### config.mk
export PLATFORM = sky130hd
export DESIGN_NAME = serial_bit_feeder
export DESIGN_NICKNAME = d
export VERILOG_FILES = /design/src/rtl/serial_bit_feeder.sv
export SDC_FILE = /design/constraint.sdc
export NUM_CORES = 1
export LEC_CHECK = 0
export BUFFER_PORTS_ARGS = -buffer_cell sky130_fd_sc_hd__buf_2
export CORE_ASPECT_RATIO = 1.2
export CORE_MARGIN = 2
export CORE_UTILIZATION = 55
export CTS_CLUSTER_DIAMETER = 50
export DETAILED_ROUTE_END_ITERATION = 8
export PLACE_DENSITY = 0.78
export SYNTH_ARGS = -nofsm -noshare
export SYNTH_HDL_FRONTEND = slang
export SYNTH_SLANG_ARGS = --single-unit
### constraint.sdc
create_clock -name clk -period 3.3 [get_ports clk]
set_clock_uncertainty 0.1 [all_clocks]
set_input_delay 0.165 -clock clk [delete_from_list [all_inputs] [get_ports clk]]
set_output_delay 0.165 -clock clk [all_outputs]
set_load 0.005 [all_outputs]
### src/rtl/serial_bit_feeder.sv
// serial_bit_feeder
// Parallel-to-serial front end for the sequence-detector stage. WIDTH-bit words
// arrive over a valid/ready handshake and leave one bit per clock on sout. A
// one-word hold buffer lets consecutive words stream with no idle gap.
//
// Ports:
//   clk        in   system clock, rising edge
//   rst        in   synchronous active-low reset
//   din        in   parallel word
//   din_valid  in   din holds a word
//   din_ready  out  a word can be accepted this cycle (never depends on din_valid)
//   sout       out  serial bit, registered; IDLE_BIT when sout_valid = 0
//   sout_valid out  sout carries a real data bit
//   word_done  out  pulse coinciding with the last bit of a word
//   busy       out  sout_valid | hold_full
module serial_bit_feeder #(
    parameter int unsigned WIDTH     = 8,
    parameter bit          MSB_FIRST = 1'b1,
    parameter logic        IDLE_BIT  = 1'b0
) (
    input  logic             clk,
    input  logic             rst,
    input  logic [WIDTH-1:0] din,
    input  logic             din_valid,
    output logic             din_ready,
    output logic             sout,
    output logic             sout_valid,
    output logic             word_done,
    output logic             busy
);

    localparam int unsigned CW = (WIDTH > 1) ? $clog2(WIDTH) : 1;
    localparam logic [CW-1:0] LAST = CW'(WIDTH - 1);

    typedef enum logic {StIdle, StShift} state_e;

    state_e           r_state;
    logic [WIDTH-1:0] r_sh;
    logic [CW-1:0]    r_cnt;
    logic [WIDTH-1:0] r_hold;
    logic             r_hold_full;
    logic             r_sout;
    logic             r_sout_valid;
    logic             r_word_done;

    state_e           w_state_d;
    logic [WIDTH-1:0] w_sh_d;
    logic [CW-1:0]    w_cnt_d;
    logic [WIDTH-1:0] w_hold_d;
    logic             w_hold_full_d;
    logic             w_accept;
    logic [WIDTH-1:0] w_shifted;
    logic             w_out_bit;

    assign din_ready  = rst & ~r_hold_full;
    assign busy       = r_sout_valid | r_hold_full;
    assign sout       = r_sout;
    assign sout_valid = r_sout_valid;
    assign word_done  = r_word_done;

    always_comb begin
        w_accept      = din_valid & din_ready;
        // Move the next bit to the output end of the shifter.
        w_shifted     = MSB_FIRST ? {r_sh[WIDTH-2:0], 1'b0} : {1'b0, r_sh[WIDTH-1:1]};
        w_state_d     = r_state;
        w_sh_d        = r_sh;
        w_cnt_d       = r_cnt;
        w_hold_d      = r_hold;
        w_hold_full_d = r_hold_full;
        case (r_state)
            StIdle: begin
                if (w_accept) begin
                    w_sh_d    = din;
                    w_cnt_d   = '0;
                    w_state_d = StShift;
                end
            end
            StShift: begin
                if (r_cnt != LAST) begin
                    w_sh_d  = w_shifted;
                    w_cnt_d = r_cnt + CW'(1);
                    if (w_accept) begin
                        w_hold_d      = din;
                        w_hold_full_d = 1'b1;
                    end
                end else if (r_hold_full) begin
                    // din_ready is low here, so no same-edge accept can collide.
                    w_sh_d        = r_hold;
                    w_hold_full_d = 1'b0;
                    w_cnt_d       = '0;
                end else if (w_accept) begin
                    w_sh_d  = din;
                    w_cnt_d = '0;
                end else begin
                    w_state_d = StIdle;
                end
            end
            default: w_state_d = StIdle;
        endcase
        w_out_bit = MSB_FIRST ? w_sh_d[WIDTH-1] : w_sh_d[0];
    end

    // Outputs are registered from next-state values so they line up with the
    // shifter contents in the same cycle.
    always_ff @(posedge clk) begin
        if (!rst) begin
            r_state      <= StIdle;
            r_sh         <= '0;
            r_cnt        <= '0;
            r_hold       <= '0;
            r_hold_full  <= 1'b0;
            r_sout       <= IDLE_BIT;
            r_sout_valid <= 1'b0;
            r_word_done  <= 1'b0;
        end else begin
            r_state      <= w_state_d;
            r_sh         <= w_sh_d;
            r_cnt        <= w_cnt_d;
            r_hold       <= w_hold_d;
            r_hold_full  <= w_hold_full_d;
            r_sout       <= (w_state_d == StShift) ? w_out_bit : IDLE_BIT;
            r_sout_valid <= (w_state_d == StShift);
            r_word_done  <= (w_state_d == StShift) && (w_cnt_d == LAST);
        end
    end

endmodule
==> run_summary.xml <==
<?xml version="1.0" encoding="UTF-8"?>
<metrics>
  <group name="drt">
    <metric name="vias" unit="">920</metric>
    <metric name="detailed_route_vias_per_instance" unit="">6.01</metric>
    <metric name="postRouteWirelength" unit="um">2160</metric>
    <metric name="ant_nets" unit="">0</metric>
    <metric name="wire_per_inst" unit="um">14.1</metric>
    <metric name="drt-initial-drc-count" unit="">35</metric>
    <metric name="detail_route.first_pass.iterations" unit="">4</metric>
    <metric name="drc_viols" unit="">0</metric>
  </group>
  <group name="grt">
    <metric name="number_of_antenna_violations_at_the_first_check_in_global_routing" unit="">0</metric>
    <metric name="grt.overflow.total" unit="">0</metric>
    <metric name="pin_count_of_the_biggest_net_entering_global_routing" unit="">24</metric>
    <metric name="global_routing_usage_summed_across_all_routing_layers" unit="%">21.3</metric>
    <metric name="first_global_vias" unit="">869</metric>
    <metric name="grt_first_pass_wirelength" unit="um">3660</metric>
  </group>
  <group name="cts">
    <metric name="worst_setup_hold_path_clk_slew" unit="ps">110</metric>
    <metric name="clk_root_buffer_cell" unit="">clkbuf_4</metric>
    <metric name="tritoncts" unit="">done</metric>
    <metric name="cts-htree-levels" unit="">1</metric>
    <metric name="tritoncts_num_sinks" unit="">22</metric>
    <metric name="tritoncts.num_buffers" unit="">3</metric>
    <metric name="worst_skew_pair.late_latency" unit="ps">300</metric>
    <metric name="cts-hold-fix-buffers" unit="">4</metric>
    <metric name="cts.path.max_buffers" unit="">2</metric>
    <metric name="post_cts_buffers" unit="">0</metric>
    <metric name="post_cts_resized" unit="">0</metric>
  </group>
  <group name="logic_synthesis">
    <metric name="syn_nets" unit="">135</metric>
    <metric name="synth_cell_type_count" unit="">29</metric>
    <metric name="postSynth.asyncResetShare" unit="%">0</metric>
    <metric name="synth_edf_count" unit="">0</metric>
    <metric name="synth-xor-area-share" unit="%">0</metric>
    <metric name="synth_adder_area_share" unit="%">2.45</metric>
    <metric name="synthMuxAreaShare" unit="%">0</metric>
    <metric name="yosys_warnings" unit="">0</metric>
    <metric name="seq_area_frac_synth" unit="%">43.2</metric>
    <metric name="synth_top_cell_area_share" unit="%">43.2</metric>
    <metric name="dominant_combinational_cell_family_by_area_after_synthesis" unit="">simple AND/OR/NAND/NOR gates</metric>
    <metric name="synth_compound_gate_area_share" unit="%">20.0</metric>
    <metric name="mappedNetlistArea" unit="um2">1020</metric>
    <metric name="ys_ff_latch" unit="">22</metric>
    <metric name="postSynth.topFlopCell" unit="">dfxtp_1</metric>
    <metric name="avgSynthCellArea" unit="um2">8.36</metric>
    <metric name="postSynthCellCount" unit="">122</metric>
    <metric name="netlist_top_cells_area" unit="">dfxtp_1 (43%), nand2_1 (9.6%), o221ai_1 (4.3%)</metric>
    <metric name="yosys.area_share.simple" unit="%">27.4</metric>
    <metric name="synth_top_area_cell" unit="">dfxtp_1</metric>
  </group>
  <group name="sta">
    <metric name="final_period_minus_worst_setup_slack" unit="ps">1920</metric>
    <metric name="worst_margin_slew" unit="ps">666</metric>
    <metric name="fmaxAchievable" unit="GHz">0.520</metric>
    <metric name="setup_viol" unit="">0</metric>
    <metric name="finalSetupTns" unit="ps">0</metric>
    <metric name="finalCritPeriodShare" unit="%">58.2</metric>
    <metric name="rsz0062_at_grt" unit="">no</metric>
    <metric name="hold_viol" unit="">0</metric>
    <metric name="worst_slew_margin_rel" unit="%">55.5</metric>
    <metric name="maxSlewViolCount" unit="">0</metric>
  </group>
  <group name="critical_path">
    <metric name="worst_setup_path_type" unit="">flop to flop</metric>
    <metric name="cp.buffers_inverters" unit="">0</metric>
    <metric name="reg2reg_slack" unit="ps">1380</metric>
    <metric name="path_delay_family" unit="">simple AND/OR/NAND/NOR gates</metric>
    <metric name="critPathLaunchType" unit="">flop</metric>
    <metric name="slowest_stage" unit="">nor2b_1</metric>
    <metric name="timing.critical_path.cells" unit="">ha_1, ha_1, nor2b_1, nand2_1, nor3_1</metric>
    <metric name="critPathMaxFanout" unit="">9</metric>
    <metric name="setup.worst_path.end_class" unit="">flop</metric>
    <metric name="worst_ep_required_time" unit="ps">3430</metric>
    <metric name="critPathArrivalTime" unit="ps">2050</metric>
    <metric name="critical-path-top-cell-by-count" unit="">ha_1</metric>
    <metric name="critPathMaxStageDelay" unit="ps">560</metric>
  </group>
  <group name="floorplanning">
    <metric name="die_h" unit="um">51.2</metric>
    <metric name="core.rowCount" unit="">17</metric>
    <metric name="pin_count" unit="">16</metric>
    <metric name="die_w" unit="um">43.3</metric>
    <metric name="initial_standard_cell_utilization_of_the_core" unit="%">57.1</metric>
    <metric name="core_region_area" unit="um2">1790</metric>
    <metric name="die-area" unit="um2">2220</metric>
  </group>
  <group name="run">
    <metric name="drv_cap" unit="">0</metric>
  </group>
  <group name="finish">
    <metric name="most-common-layout-cells" unit="">nand2_1 (26), dfxtp_1 (22), buf_2 (15)</metric>
    <metric name="fin_nets" unit="">149</metric>
    <metric name="diodes" unit="">0</metric>
    <metric name="fraction_of_final_layout_cells_sized_beyond_drive_strength_1" unit="%">15.7</metric>
    <metric name="layout.cells.most_common" unit="">nand2_1</metric>
    <metric name="layout_area_overhead" unit="%">9.57</metric>
  </group>
  <group name="placement">
    <metric name="gp_congestion" unit="">0.759</metric>
    <metric name="place_hpwl" unit="um">1410</metric>
    <metric name="io_buffer_count" unit="">15</metric>
  </group>
  <group name="outcome">
    <metric name="outcome" unit="">finished, final reports clean</metric>
  </group>
  <group name="power_and_ir_drop">
    <metric name="standby_leakage_power" unit="nW">0.443</metric>
    <metric name="ir_drop" unit="mV">0.287</metric>
    <metric name="power.density" unit="nW/um2">424</metric>
    <metric name="overall_power" unit="uW">473</metric>
  </group>
  <group name="hold_path">
    <metric name="min_path_type" unit="">input pin to flop</metric>
  </group>
</metrics>
-- cell type report --
class / instances / area [um2]
fillers: 175 / 669
multi-input cells: 88 / 508
flip-flops and latches: 22 / 440
repair buffers: 19 / 115
well taps: 19 / 23.8
clock buffers: 3 / 22.5
inverters: 2 / 7.51
-- report_power, final --
| group | switching, mW | internal [mW] | leakage (nW) |
|---|---|---|---|
| clock network | 0.0750 | 0.0426 | 0.0138 |
| registers | 0.0126 | 0.280 | 0.180 |
| logic | 0.0359 | 0.0274 | 0.250 |
| total | 0.123 | 0.350 | 0.443 |
-- Yosys cell counts, drive strengths merged (2+ instances only) --
library cell	n
buf	8
o21ai	8
nor2	4
nand2	26
nand3	8
a21oi	6
clkbuf	2
nand4b	2
o311ai	2
dfxtp	22
ha	2
inv	2
nor3	2
a31oi	6
a41o	2
nand2b	7
o221ai	5
-- sequential cells by signal (all words and copies together), names as in the netlist --
name and cells:
r_cnt 3, r_hold 8, r_hold_full 1, word_done 1, r_sh 7, sout 1, sout_valid 1
-- routing by layer --
layer	GRT usage [%]	part of all wire (%)	up-vias
li1	-	-	461
met1	26.6	45	437
met2	37.3	50	17
met3	2.12	2.6	5
met4	7.58	1.6	0
met5	0	0	-
-- final timing paths --
| kind | end | from | depth (start not counted) |
|---|---|---|---|
| hold / removal | r_hold[0] | din[0] | 3 |
| setup reg to reg | word_done | r_cnt[0] | 5 |
| hold reg to reg | r_hold[2] | r_hold[2] | 2 |
| setup / recovery | word_done | r_cnt[0] | 5 |
-- kinds of logic after synthesis --
group,count (synthesis)
buffers and inverters,12
flip-flops,22
AO/OA/AOI/OAI,31
AND/OR/NAND/NOR,55
adder cells (fa/ha/maj),2
-- metrics by stage --
| stage | utilization, % | std cells | setup slack [ps] | cell area, um2 | hold slack [ps] |
|---|---|---|---|---|---|
| 3_3_place_gp | 59.0 | 146 | 1440 | 1050 | 299 |
| 6_report | 62.5 | 153 | 1380 | 1120 | 2.63 |
| 3_5_place_dp | 59.0 | 146 | 1400 | 1050 | 310 |
| 4_1_cts | 62.5 | 153 | 1370 | 1120 | 1.42 |
| 2_1_floorplan | - | 122 | 1680 | 1020 | 202 |
| 5_1_grt | 62.5 | 153 | 1200 | 1120 | 18.3 |
-- worst min-delay path, stage by stage --
cell and delay (ps):
buf_2 90, nand3_1 50, o21ai_1 70
No activity file was read; power rests on OpenSTA's default activity.
